==> src/rtl/pll_rst_pkg.sv <==
`default_nettype none
// ============================================================================
// Module      : pll_rst_pkg
// Description : Shared types and helpers for the PLL reset sequencer.
// Revision    : 1.0 - initial release
// ============================================================================
package pll_rst_pkg;

    typedef enum logic [1:0] {
        RESET_PLL = 2'd0,
        WAIT_LOCK = 2'd1,
        STABLE    = 2'd2,
        RUN       = 2'd3
    } state_e;

    localparam int FAIL_CNT_W = 8;

    function automatic int cnt_width(input int a, input int b, input int c);
        int m;
        m = a;
        if (b > m) m = b;
        if (c > m) m = c;
        return $clog2(m) + 1;
    endfunction

endpackage
`default_nettype wire

==> src/rtl/sync_2ff.sv <==
`default_nettype none
// ============================================================================
// Module      : sync_2ff
// Description : Two-flop single-bit synchronizer, synchronous active-low reset.
// Revision    : 1.0 - initial release
// ============================================================================
module sync_2ff (
    input  logic clk,
    input  logic rst_n,
    input  logic i_d,
    output logic o_q
);

    logic r_meta;
    logic r_sync;

    always_ff @(posedge clk) begin
        if (!rst_n) begin
            r_meta <= 1'b0;
            r_sync <= 1'b0;
        end else begin
            r_meta <= i_d;
            r_sync <= r_meta;
        end
    end

    assign o_q = r_sync;

endmodule
`default_nettype wire

==> src/rtl/pll_rst_seq.sv <==
`default_nettype none
// ============================================================================
// Module      : pll_rst_seq
// Description : Holds the PLL in reset, waits for stable lock, then releases
//               the system reset; re-sequences on lock loss or lock timeout.
// Revision    : 1.0 - initial release
// ============================================================================
module pll_rst_seq
    import pll_rst_pkg::*;
#(
    parameter int RST_HOLD_CYCLES     = 64,
    parameter int LOCK_STABLE_CYCLES  = 1024,
    parameter int LOCK_TIMEOUT_CYCLES = 65536
) (
    input  logic                  clk,
    input  logic                  rst_n,
    input  logic                  pll_lock,
    input  logic                  restart,
    output logic                  pll_reset,
    output logic                  sys_rst_n,
    output logic                  ready,
    output logic [FAIL_CNT_W-1:0] fail_cnt
);

    localparam int c_cnt_w = cnt_width(RST_HOLD_CYCLES, LOCK_STABLE_CYCLES, LOCK_TIMEOUT_CYCLES);
    localparam logic [c_cnt_w-1:0] c_hold_last    = c_cnt_w'(RST_HOLD_CYCLES - 1);
    localparam logic [c_cnt_w-1:0] c_stable_last  = c_cnt_w'(LOCK_STABLE_CYCLES - 1);
    localparam logic [c_cnt_w-1:0] c_timeout_last = c_cnt_w'(LOCK_TIMEOUT_CYCLES - 1);
    localparam logic [FAIL_CNT_W-1:0] c_fail_max  = {FAIL_CNT_W{1'b1}};

    state_e                  r_state;
    state_e                  w_state_nxt;
    logic [c_cnt_w-1:0]      r_cnt;
    logic [FAIL_CNT_W-1:0]   r_fail_cnt;
    logic                    r_armed;
    logic                    r_pll_reset;
    logic                    r_sys_rst_n;
    logic                    r_ready;
    logic                    w_lock_s;
    logic                    w_fail_evt;

    sync_2ff u_lock_sync (
        .clk   (clk),
        .rst_n (rst_n),
        .i_d   (pll_lock),
        .o_q   (w_lock_s)
    );

    // Timeout is checked ahead of lock so a coincident lock_s rise still fails.
    always_comb begin
        w_state_nxt = r_state;
        w_fail_evt  = 1'b0;
        case (r_state)
            RESET_PLL: begin
                if (r_armed && (r_cnt == c_hold_last)) w_state_nxt = WAIT_LOCK;
            end
            WAIT_LOCK: begin
                if (r_cnt == c_timeout_last) begin
                    w_state_nxt = RESET_PLL;
                    w_fail_evt  = 1'b1;
                end else if (w_lock_s) begin
                    w_state_nxt = STABLE;
                end
            end
            STABLE: begin
                if (!w_lock_s)                    w_state_nxt = WAIT_LOCK;
                else if (r_cnt == c_stable_last)  w_state_nxt = RUN;
            end
            RUN: begin
                if (!w_lock_s) begin
                    w_state_nxt = RESET_PLL;
                    w_fail_evt  = 1'b1;
                end
            end
            default: w_state_nxt = RESET_PLL;
        endcase
        if (restart) begin
            w_state_nxt = RESET_PLL;
            w_fail_evt  = 1'b0;
        end
    end

    // r_armed makes the first edge after reset release the first counted
    // cycle of the hold, so pll_reset drops exactly RST_HOLD_CYCLES edges later.
    always_ff @(posedge clk) begin
        if (!rst_n) begin
            r_state     <= RESET_PLL;
            r_cnt       <= '0;
            r_armed     <= 1'b0;
            r_fail_cnt  <= '0;
            r_pll_reset <= 1'b1;
            r_sys_rst_n <= 1'b0;
            r_ready     <= 1'b0;
        end else begin
            r_state <= w_state_nxt;
            r_armed <= 1'b1;
            if (restart || (w_state_nxt != r_state)) begin
                r_cnt <= '0;
            end else if (r_armed && (r_state != RUN)) begin
                r_cnt <= r_cnt + c_cnt_w'(1);
            end
            if (w_fail_evt && (r_fail_cnt != c_fail_max)) begin
                r_fail_cnt <= r_fail_cnt + FAIL_CNT_W'(1);
            end
            r_pll_reset <= (w_state_nxt == RESET_PLL);
            r_sys_rst_n <= (w_state_nxt == RUN);
            r_ready     <= (w_state_nxt == RUN);
        end
    end

    assign pll_reset = r_pll_reset;
    assign sys_rst_n = r_sys_rst_n;
    assign ready     = r_ready;
    assign fail_cnt  = r_fail_cnt;

endmodule
`default_nettype wire
==> config.mk <==
export PLATFORM = sky130hd
export DESIGN_NAME = pll_rst_seq
export DESIGN_NICKNAME = d
export VERILOG_FILES = /design/src/rtl/pll_rst_pkg.sv /design/src/rtl/sync_2ff.sv /design/src/rtl/pll_rst_seq.sv
export SDC_FILE = /design/constraint.sdc
export NUM_CORES = 1
export LEC_CHECK = 0
export CAP_MARGIN = 20
export CORE_MARGIN = 1
export CORE_UTILIZATION = 50
export DETAILED_ROUTE_END_ITERATION = 8
export HOLD_SLACK_MARGIN = 0.1
export PLACE_DENSITY = 0.79
export SYNTH_ARGS = -nofsm -noshare
export SYNTH_HDL_FRONTEND = slang
export SYNTH_SLANG_ARGS = --single-unit
==> constraint.sdc <==
create_clock -name clk -period 6.7 [get_ports clk]
set_input_delay 1.005 -clock clk [delete_from_list [all_inputs] [get_ports clk]]
set_output_delay 1.005 -clock clk [all_outputs]
set_load 0.005 [all_outputs]
* Yosys cells after proc, flatten, opt, wreduce, memory -nomap -nowiden
Cells that the tools add are included.
W data, S select, Z words.
** Cells by class
- Add/sub/neg operators :: 2
- Equality and inequality tests :: 10
- Multiplexer cells :: 13
- Bitwise operators :: 1
- Reduce and logical (&&, ||, !) cells :: 7
** Operators with widths (count)
- $add A17 B1 Y17 const B :: 1
- $eq A17 B10 Y1 const B :: 1
- $eq A17 B16 Y1 const B :: 1
- $eq A17 B6 Y1 const B :: 1
- $mux W2 :: 7
- $add A8 B1 Y8 const B :: 1
- $ne A8 B8 Y1 const B :: 1
- $pmux W2 S4 :: 1
- $eq A2 B2 Y1 const B :: 3
- $logic_not A2 Y1 :: 2
- $mux W1 :: 4
- $logic_and A1 B1 Y1 :: 3
- $eq A2 B1 Y1 const B :: 1
- $ne A2 B2 Y1 :: 1
- $ne A2 B2 Y1 const B :: 1
- $pmux W1 S2 :: 1
- $reduce_or A2 Y1 :: 1
- $logic_or A1 B1 Y1 :: 1
- $not A1 Y1 :: 1
** Word-level totals
- Flip-flop bits (word level) :: 32
- Input port bits :: 4
- Output and inout port bits :: 11

* Logic depth before layout (Yosys ltp)
Gate-level depths: netlist of the first run.
- Depth after elaboration :: 8
- Gate-level depth with buffers :: 11
- Depth with buffers taken out :: 9

* Cells and area by module
Synthesis of the first run repeated with hierarchy kept, for this count alone.
** Second synthesis, totals
- Cells, all modules :: 183
- Area total of the unflattened synthesis :: 1786.7 µm²
** Modules (own cells, without submodules)
- pll_rst_seq :: instances 1, cells an instance 179, area each 1734.2 µm², seq. area each 600.6 µm²
- sync_2ff :: instances 1, cells an instance 4, area each 52.6 µm², seq. area each 40.0 µm²

* Least setup slack after synthesis of the first run
Ideal clock, no wire load.
- Path type :: reg2reg
- From :: register r_cnt[8]
- To :: register r_cnt[16]
- Arrival time :: 2.196 ns
- Data required time :: 6.582 ns
- Slack :: 4.386 ns
- Cell stages (with the launch flop) :: 11
- Buffers on the path :: 1
- Cell sequence :: dfxtp_1 and4_1 nand4_1 nor4_1 ha_1 nor3_1 nor3_2 o21ai_2 a21oi_2 buf_6 nor3_2
** On the way
- Word-level cells in the longest chain between the ends :: 8
** RTL lines
- from (decl) :: RTL line pll_rst_seq.sv:33 : logic [c_cnt_w-1:0] r_cnt;
- from (signal assigned) :: RTL line pll_rst_seq.sv:100 : r_cnt <= r_cnt + c_cnt_w'(1);
- $eq A17 B10 Y1 or $eq A17 B6 Y1 (tied branches) :: RTL line pll_rst_seq.sv:67, pll_rst_seq.sv:55
- $mux W2 or $logic_and A1 B1 Y1 (tied branches) :: RTL line pll_rst_seq.sv:67, pll_rst_seq.sv:55
- $mux W2 (on tied branches) :: RTL line pll_rst_seq.sv:66, pll_rst_seq.sv:55
- $pmux W2 S4 :: RTL line pll_rst_seq.sv:53 : case (r_state)
- $mux W2 :: RTL line pll_rst_seq.sv:77 : if (restart) begin
- $ne A2 B2 Y1 :: RTL line pll_rst_seq.sv:97 : if (restart || (w_state_nxt != r_state)) begin
- $logic_or A1 B1 Y1 :: RTL line pll_rst_seq.sv:97
- $reduce_or A2 Y1 (no source line)
Several ways; a longest one is shown, not always the timed one.
A chain may end at the register's enable or synchronous reset.

* Final worst setup path of the first run
- From :: input port restart
- To :: register r_cnt[5]
** On the way
- Word-level cells in the longest chain between the ends :: 4
** RTL lines
- from (decl) :: RTL line pll_rst_seq.sv:18 : input logic restart,
- $mux W2 :: RTL line pll_rst_seq.sv:77
- $ne A2 B2 Y1 :: RTL line pll_rst_seq.sv:97
- $logic_or A1 B1 Y1 (*) :: RTL line pll_rst_seq.sv:97
- $reduce_or A2 Y1 (no source line) (*)
Every way passes the cells marked *; elsewhere a longest branch is shown, timed or not.

==> metrics.yaml, run 1 <==
status:
  status: "finished clean"
drt:
  routed_via_density: 5.652
  drtIter0Drc: 29
  ant_nets: 0
  drt_first_pass_iters: 4
  wl_per_cell_um: 14.25
  vias: 1379
  drc: 0
  wl_mm: 3.476
sta:
  maxSlewHeadroom_pct: 35.65
  holdWs_ns: 0.4549
  setup_tns_ns: 0
  max_freq_ghz: 0.3395
  period_needed_ns: 2.945
  setup_viol: 0
  finalCritPeriodShare_pct: 43.96
  grt_setup_unrepaired: "no"
  tightest_slew_ns: 0.9652
  final.setup_skew_ns: 0.01283
  maxSlewViolCount: 0
  finalHoldViolCount: 0
synthesis:
  yosysMostFrequentCell: "dfxtp_1"
  async_flop_share_pct: 0
  synthTopCellsByCount: "dfxtp_1 (32), nand2_1 (21), xor2_1 (13)"
  synth-edff-count: 0
  synth_nets: 190
  synth_top_area_share_pct: 35.85
  synthTopCellsByArea: "dfxtp_1 (36%), nor3_2 (6.7%), xor2_1 (6.4%)"
  synthCells: 183
  synth-seq-cells: 32
  synthDistinctLibCells: 39
  yosysSeqAreaShare_pct: 35.85
  yosysTopAreaCell: "dfxtp_1"
  synth_area_per_cell_sq_um: 9.763
  synth_ff_type: "dfxtp_1"
  syn_area_sq_um: 1787
  yosys_warnings: 0
grt:
  antenna_found_initial: 0
  track_usage_pct: 20.95
  grt_pass1_wl_mm: 5.747
  grt_max_degree: 18
  overflow: 0
  grt_pass1_vias: 1277
floorplanning:
  die_h_um: 61.78
  dieArea_sq_um: 3817
  core_sq_um: 3390
  start_util_pct: 52.71
  io_pins: 15
  rows: 21
  die_w_um: 61.78
hold_path:
  hold_path.class: "reg2reg"
final_layout:
  area_growth_pct: 10.99
  n_antenna_cell: 0
  drive_above_1_share_pct: 17.17
  nets: 204
  fill_cells: 285
placement:
  gp_congestion: 0.8231
  place_hpwl_mm: 2.410
  io_buffers: 14
critical_path:
  r2r_start: "r_cnt[8]$_SDFFE_PP0P_"
  worstPathArrival_ns: 3.13
  critPathRequiredTime_ns: 6.88
  path_delay_family: "simple AND/OR/NAND/NOR gates"
  critPathLaunchType: "primary input"
  r2r_slack_ns: 3.82
  r2r_end: "r_cnt[5]$_SDFFE_PP0P_"
  cp_cell_sequence: "clkdlybuf4s50_1 -> nor4b_1 -> nand4_1 -> o22ai_2 -> and3_1 -> nor4b_2"
  end_kind: "flip-flop"
  critical_path_class: "in2reg"
  worstSetupStartpoint: "restart"
  slowest_stage: "and3_1"
  slowest_delay_ns: 0.83
  cp_max_fo: 17
  critPathCapture: "r_cnt[5]$_SDFFE_PP0P_"
  path_depth: 6
  worst-path-buf-inv: 1
  reg2reg_depth: 9
power_and_ir_drop:
  power_density_nw_per_um2: 161.8
  leakage_nw: 0.7742
  vdd_ir_drop_max_uv: 144.8
clock_tree:
  cts_tree: "done"
  clk_pin_slew_ns: 0.10
  clock-root-buffer: "clkbuf_4"
  cts.path.max_buffers: 2
  ctsResizeCount: 0
  cts_hold_buf: 0
  cts_buffers: 5
  post-cts-setup-buffers: 0
  clkLatencyLatePin_ns: 0.34
  cts_num_sinks: 32
  ctsHtreeMaxLevel: 2
run:
  cap_viol_max_count: 0
state kept, by name, summed over array words and instances, names as in the netlist:
signal,count
fail_cnt,8
r_armed,1
pll_reset,1
u_lock_sync.r_meta,1
r_state,2
ready,1
u_lock_sync.o_q,1
r_cnt,17
routing by layer:
metal	global-route usage [%]	routed length [um]	part of all wire, %	up-vias
met4	12.70	72	2.1	0
met2	31.95	1670	48	27
met5	0	0	0	-
met3	4.555	122	3.5	7
met1	27.10	1610	46	652
li1	-	-	-	693
kinds of logic after synthesis:
kind of cell,synth area share [%]
multiplexers,1.681
buffers and inverters,5.461
AO/OA/AOI/OAI,6.653
XOR/XNOR,9.804
flip-flops,35.85
AND/OR/NAND/NOR,38.45
adder cells (fa/ha/maj),2.101
per-stage QoR:
step	std cells	setup WS, ns	power [mW]	util [%]	cell area (sq um)
detailed placement	235	3.395	0.2095	56.33	1909
floorplan	183	4.386	0.2056	-	1787
global route	244	3.508	0.3308	58.51	1983
finish	244	3.755	0.3208	58.51	1983
global placement	235	3.542	0.2088	56.33	1909
CTS	243	3.623	0.3220	58.07	1968
report_power, final:
part / leakage, nW / internal [mW] / switching, mW
logic: 0.483 / 0.00582 / 0.00654
registers: 0.259 / 0.192 / 0.00130
clock network: 0.0326 / 0.0517 / 0.0639
total: 0.774 / 0.249 / 0.0717
cells in the final DEF, fill, tap and decap left out, drive strengths merged:
cell / instances
nand2: 21
a2111oi: 1
and2: 7
o21ai: 2
nand4: 8
o41ai: 1
buf: 2
a21oi: 4
o211ai: 1
clkdlybuf4s50: 14
clkbuf: 8
nor4bb: 2
inv: 4
nor3b: 1
nor2b: 4
o2111ai: 1
a21boi: 2
nand3: 6
dfxtp: 32
nor4b: 10
mux2i: 3
xor2: 13
xnor2: 7
nor3: 16
ha: 3
nor2: 4
o22ai: 1
and4: 3
a21bo: 1
or4: 1
and3: 8
nor4: 6
nand2b: 1
cell type report:
type,count,area (sq um),share of cell area (%)
tap,46,57.56,2.902
sequential,32,640.6,32.30
inverter,4,15.01,0.7571
multi-input combinational,138,1049,52.87
timing repair buffer,16,162.7,8.202
clock buffer,8,58.81,2.965
how the worst min path moves through the flow:
stage                                  to                          start  cells past startpoint
2_1_floorplan  u_lock_sync.o_q$_SDFF_PN0_  u_lock_sync.r_meta$_SDFF_PN0_                      1
3_3_place_gp   u_lock_sync.o_q$_SDFF_PN0_  u_lock_sync.r_meta$_SDFF_PN0_                      1
3_5_place_dp   u_lock_sync.o_q$_SDFF_PN0_  u_lock_sync.r_meta$_SDFF_PN0_                      1
4_1_cts        u_lock_sync.o_q$_SDFF_PN0_  u_lock_sync.r_meta$_SDFF_PN0_                      1
5_1_grt        u_lock_sync.o_q$_SDFF_PN0_  u_lock_sync.r_meta$_SDFF_PN0_                      1
6_report       u_lock_sync.o_q$_SDFF_PN0_  u_lock_sync.r_meta$_SDFF_PN0_                      1
Note: power is estimated with default switching activity, not from simulation.
==> run 2: changes to the inputs <==
--- a/config.mk
+++ b/config.mk
@@ -10,7 +10,7 @@
 export CORE_UTILIZATION = 50
 export DETAILED_ROUTE_END_ITERATION = 8
 export HOLD_SLACK_MARGIN = 0.1
-export PLACE_DENSITY = 0.79
+export PLACE_DENSITY = 0.82
 export SYNTH_ARGS = -nofsm -noshare
 export SYNTH_HDL_FRONTEND = slang
 export SYNTH_SLANG_ARGS = --single-unit
==> constraint.sdc (replaced) <==
create_clock -name clk -period 2.6 [get_ports clk]
set_input_delay 0.39 -clock clk [delete_from_list [all_inputs] [get_ports clk]]
set_output_delay 0.39 -clock clk [all_outputs]
set_load 0.005 [all_outputs]
==> metrics.yaml, run 2 (synthesis results as in run 1) <==
power_and_ir_drop:
  p_comb_share_pct: 3.9
  p_clk_share_pct: 36.5
  p_seq_share_pct: 59.6
  leakage_nw: 0.8159
  power_density_nw_per_um2: 403.5
  p_total_mw: 0.8340
  power.switching_mw: 0.1956
  power_switching_share_pct: 23.45
  vdd_ir_drop_max_uv: 296.2
  internal_power_mw: 0.6384
floorplanning:
  rows: 21
  io_pins: 15
  core_sq_um: 3390
  die_w_um: 61.78
  dieArea_sq_um: 3817
  die_h_um: 61.78
  start_util_pct: 52.71
sta:
  setup_viol: 0
  maxSlewViolCount: 0
  max_freq_ghz: 0.4095
  worst_slack_ns: 0.1583
  finalCritPeriodShare_pct: 93.91
  tightest_slew_ns: 0.6509
  finalHoldViolCount: 0
  final.setup_skew_ns: 0.008095
  maxSlewHeadroom_pct: 56.51
  period_needed_ns: 2.442
drt:
  wl_mm: 3.399
  wl_per_cell_um: 13.54
  routed_via_density: 5.526
  ant_nets: 0
  drt_first_pass_iters: 4
  drc: 0
  drtIter0Drc: 71
  vias: 1387
critical_path:
  worstPathArrival_ns: 2.70
  critical_path_class: "reg2reg"
  critPathLaunchType: "flip-flop"
  slowest_stage: "dfxtp_1"
  slowest_delay_ns: 0.39
  end_kind: "flip-flop"
  cp_cell_sequence: "and4_4 -> nand4_1 -> nor4_2 -> ha_2 -> nor3_1 -> nor3_2 -> o21ai_2 -> and3_1 -> buf_4 -> nor4b_2"
  cp_max_fo: 17
  path_delay_family: "simple AND/OR/NAND/NOR gates"
  critPathRequiredTime_ns: 2.86
  worst-path-buf-inv: 1
final_layout:
  n_antenna_cell: 0
  largest_register: "r_cnt"
  final_common_cell: "dfxtp_1"
  final_cell_mix: "dfxtp_1 (31), nand2_1 (21), clkdlybuf4s50_1 (14), xor2_1 (13), nor3_2 (12)"
  utilization_pct: 60.98
  largest_register_ffs: 17
  nets: 211
  area_growth_pct: 15.69
  drive_above_1_share_pct: 23.41
clock_tree:
  cts_tree: "done"
  clkLatencyLatePin_ns: 0.34
  cts_hold_buf: 0
  ctsHtreeMaxLevel: 2
  clk_pin_slew_ns: 0.10
  cts_num_sinks: 32
  clock-root-buffer: "clkbuf_4"
  cts.path.max_buffers: 2
  cts_buffers: 5
grt:
  overflow: 0
  track_usage_pct: 19.80
  grt_max_degree: 18
  grt_pass1_vias: 1209
  grt_pass1_wl_mm: 5.478
  antenna_found_initial: 0
placement:
  pre_cts_ws_ns: 0.1349
  io_buffers: 14
  gp_congestion: 0.8130
  place_hpwl_mm: 2.315
run:
  cap_viol_max_count: 0
status:
  status: "finished clean"
hold_path:
  hold_path.class: "reg2reg"
[run 2: cell count changes in the layout (fill, tap and decap cells not counted), sizes merged]
cell,change
buf,+7
clkbuf,-2
clkinv,+2
[run 2: timing repair]
item                                    in CTS  in global routing
setup buffers                                0                  2
gates resized for setup                      0                  6
endpoints found under the setup margin       0                  9
[run 2: path summary, 6_finish.rpt]
check | from | end | slack [ns] | cells after the start
max | r_cnt[11]$_SDFFE_PP0P_ | r_cnt[14]$_SDFFE_PP0P_ | 0.16 | 10
min | u_lock_sync.r_meta$_SDFF_PN0_ | u_lock_sync.o_q$_SDFF_PN0_ | 0.44 | 1
max reg2reg | r_cnt[11]$_SDFFE_PP0P_ | r_cnt[14]$_SDFFE_PP0P_ | 0.16 | 10
min reg2reg | u_lock_sync.r_meta$_SDFF_PN0_ | u_lock_sync.o_q$_SDFF_PN0_ | 0.44 | 1
[run 2: cell type report]
cell class,instances,area (sq um)
fill,273,1323
clock buffer,6,51.30
timing repair buffer,23,220.2
multi-input combinational,138,1071
inverter,4,15.01
clock inverter,2,10.01
sequential,32,641.9
tap,46,57.56
[run 2: worst register-to-register path, cell delays in order (launching register included)]
cell     delay [ns]
dfxtp_1        0.39
and4_4         0.26
nand4_1        0.13
nor4_2         0.28
ha_2           0.25
nor3_1         0.06
nor3_2         0.20
o21ai_2        0.10
and3_1         0.18
buf_4          0.22
nor4b_2        0.29
[run 2: metal layers]
layer | part of all wire (%) | wire length (um) | up-vias | track usage (%)
li1 | - | - | 702 | -
met1 | 47 | 1582 | 656 | 25.69
met2 | 49 | 1664 | 22 | 30.41
met3 | 2.8 | 94 | 7 | 4.969
met4 | 1.7 | 58 | 0 | 10.16
met5 | 0 | 0 | - | 0
[run 2: power groups by stage]
stage	Sequential, mW	Clock [mW]	Combinational [mW]
after floorplan	0.507	0	0.0226
after global placement	0.508	0	0.0323
after detailed placement	0.508	0	0.0322
after CTS	0.497	0.308	0.0324
after global routing	0.497	0.333	0.0358
final	0.497	0.305	0.0326
[run 2: metrics by stage]
step	hold WS (ns)	cells	TNS, ns	area (sq um)
2_1_floorplan	0.4119	183	0	1787
3_3_place_gp	0.4222	241	0	1967
3_5_place_dp	0.4207	241	0	1967
4_1_cts	0.4394	249	0	2028
5_1_grt	0.4627	251	-0.02909	2067
6_report	0.4361	251	0	2067
==> run 3: changes to the inputs <==
--- a/config.mk
+++ b/config.mk
@@ -11,6 +11,8 @@
 export DETAILED_ROUTE_END_ITERATION = 8
 export HOLD_SLACK_MARGIN = 0.1
 export PLACE_DENSITY = 0.82
+export RECOVER_POWER = 25
 export SYNTH_ARGS = -nofsm -noshare
 export SYNTH_HDL_FRONTEND = slang
+export SYNTH_HIERARCHICAL = 1
 export SYNTH_SLANG_ARGS = --single-unit
==> metrics.yaml, run 3 <==
clock_tree:
  clock-root-buffer: "clkbuf_4"
  ctsHtreeMaxLevel: 2
  cts_hold_buf: 0
  clk_pin_slew_ns: 0.10
  cts_tree: "done"
  cts_buffers: 5
  cts.path.max_buffers: 2
  cts_num_sinks: 32
  clkLatencyLatePin_ns: 0.33
power_and_ir_drop:
  vdd_ir_drop_max_uv: 263.2
  p_total_mw: 0.8223
  leakage_nw: 0.8239
  power_density_nw_per_um2: 402.7
drt:
  ant_nets: 0
  wl_per_cell_um: 12.53
  vias: 1380
  routed_via_density: 5.542
  drt_first_pass_iters: 4
  drtIter0Drc: 122
  wl_mm: 3.121
  drc: 0
final_layout:
  final_area_sq_um: 2042
  drive_above_1_share_pct: 22.66
  final_cell_mix: "dfxtp_1 (30), nand2_1 (21), xor2_1 (13), nor3_2 (12)"
  n_antenna_cell: 0
  nets: 209
  final_cells: 249
  area_growth_pct: 14.29
  utilization_pct: 60.24
  largest_register_ffs: 17
  largest_register: "r_cnt"
  final_common_cell: "dfxtp_1"
grt:
  grt_max_degree: 18
  track_usage_pct: 18.60
  overflow: 0
  use_met1_pct: 22.34
  grt_pass1_wl_mm: 5.175
  grt_pass1_vias: 1217
  met2_usage_pct: 31.95
  top_usage_layer: "met2"
  grtUsageMet3_pct: 4.348
  antenna_found_initial: 0
critical_path:
  r2r_end: "r_cnt[5]$_SDFFE_PP0P_"
  slowest_delay_ns: 0.37
  cp_cell_sequence: "ha_1 -> nand4_1 -> nor4_2 -> ha_2 -> nor3_1 -> nor3_2 -> o21ai_2 -> and3_1 -> buf_4 -> nor4b_2"
  worstPathArrival_ns: 2.68
  r2r_start: "r_cnt[0]$_SDFFE_PP0P_"
  r2r_slack_ns: 0.16
  critPathLaunchType: "flip-flop"
  slowest_stage: "dfxtp_1"
  cp_max_fo: 17
  critical_path_class: "reg2reg"
  critPathRequiredTime_ns: 2.84
  end_kind: "flip-flop"
  reg2reg_depth: 10
synthesis:
  synthDistinctLibCells: 39
  yosysSeqAreaShare_pct: 35.85
  synthCells: 183
  synthTopCellsByArea: "dfxtp_1 (36%), nor3_2 (6.7%), xor2_1 (6.4%)"
  synth_nets: 190
  yosysMostFrequentCell: "dfxtp_1"
  synth_top_area_share_pct: 35.85
  synthTopCellsByCount: "dfxtp_1 (32), nand2_1 (21), xor2_1 (13)"
  synth-edff-count: 0
  synth-seq-cells: 32
  synth_area_per_cell_sq_um: 9.763
  yosys_warnings: 6
  async_flop_share_pct: 0
  yosysTopAreaCell: "dfxtp_1"
  syn_area_sq_um: 1787
  synth_ff_type: "dfxtp_1"
floorplanning:
  dieArea_sq_um: 3817
  start_util_pct: 52.71
  io_pins: 15
  die_h_um: 61.78
  die_w_um: 61.78
  core_sq_um: 3390
  rows: 21
hold_path:
  hold_path.class: "reg2reg"
  holdPathEnd: "u_lock_sync/o_q$_SDFF_PN0_"
  min_path_cells: 1
  min-delay-start: "u_lock_sync/r_meta$_SDFF_PN0_"
status:
  status: "finished clean"
sta:
  max_freq_ghz: 0.4100
  setup_tns_ns: 0
  maxSlewHeadroom_pct: 60.79
  finalHoldViolCount: 0
  final.setup_skew_ns: 0.01553
  tightest_slew_ns: 0.5869
  maxSlewViolCount: 0
  grt_setup_unrepaired: "no"
  finalCritPeriodShare_pct: 93.80
  worst_slack_ns: 0.1612
  holdWs_ns: 0.4470
  period_needed_ns: 2.439
  setup_viol: 0
run:
  cap_viol_max_count: 0
placement:
  gp_congestion: 0.8240
  place_hpwl_mm: 2.201
  io_buffers: 14
  pre_cts_ws_ns: 0.08620
  place_inst: 240
  place_area_sq_um: 1959
run 3: cell counts after synthesis:
No cell type changed its count.
run 3: cell type report:
cell class | count | area (sq um)
timing repair buffer | 21 | 205.2
clock buffer | 6 | 51.30
fill | 281 | 1348
multi-input combinational | 138 | 1060
inverter | 4 | 15.01
clock inverter | 2 | 10.01
sequential | 32 | 643.1
tap | 46 | 57.56
run 3: metal layers:
metal / wire length (um) / vias up
met1: 1505 / 653
met3: 65 / 7
met2: 1489 / 17
met5: 0 / -
met4: 61 / 0
li1: - / 703
run 3: worst max-delay path by stage:
stage                     cells past startpoint                    from  slack (ns)                     end
final                                        10   r_cnt[0]$_SDFFE_PP0P_        0.16   r_cnt[5]$_SDFFE_PP0P_
after floorplan                              10   r_cnt[8]$_SDFFE_PP0P_        0.29  r_cnt[16]$_SDFFE_PP0P_
after CTS                                    10  r_cnt[10]$_SDFFE_PP0P_        0.05  r_cnt[14]$_SDFFE_PP0P_
after global routing                         10   r_cnt[0]$_SDFFE_PP0P_        0.03  r_cnt[14]$_SDFFE_PP0P_
after detailed placement                     10  r_cnt[10]$_SDFFE_PP0P_        0.09  r_cnt[11]$_SDFFE_PP0P_
after global placement                       10  r_cnt[10]$_SDFFE_PP0P_        0.18   r_cnt[1]$_SDFFE_PP0P_
run 3: cells by family after synthesis:
logic type | after synthesis | synth area share (%)
mux | 3 | 1.681
xor+xnor | 20 | 9.804
simple gates | 98 | 38.45
buf+inv | 13 | 5.461
fa+ha+maj | 3 | 2.101
flops | 32 | 35.85
compound gates | 14 | 6.653
run 3: where the power goes:
group	switching [mW]	leakage, nW	internal (mW)	total [mW]
registers	0.00291	0.260	0.494	0.497
clock network	0.166	0.0380	0.129	0.295
logic	0.0162	0.526	0.0146	0.0309
total	0.185	0.824	0.637	0.822
run 3: worst max-delay path: cells and delay by family (launching register included):
| family | cells | cell delay, ns |
|---|---|---|
| AND/OR/NAND/NOR | 6 | 1.19 |
| buffers and inverters | 1 | 0.22 |
| AO/OA/AOI/OAI | 1 | 0.11 |
| flip-flops | 1 | 0.37 |
| adder cells (fa/ha/maj) | 2 | 0.46 |
run 3: timing repair:
item | 4_1_cts | 5_1_grt
setup endpoints to repair | 0 | 7
gates resized for setup | 0 | 5
setup buffers | 0 | 1
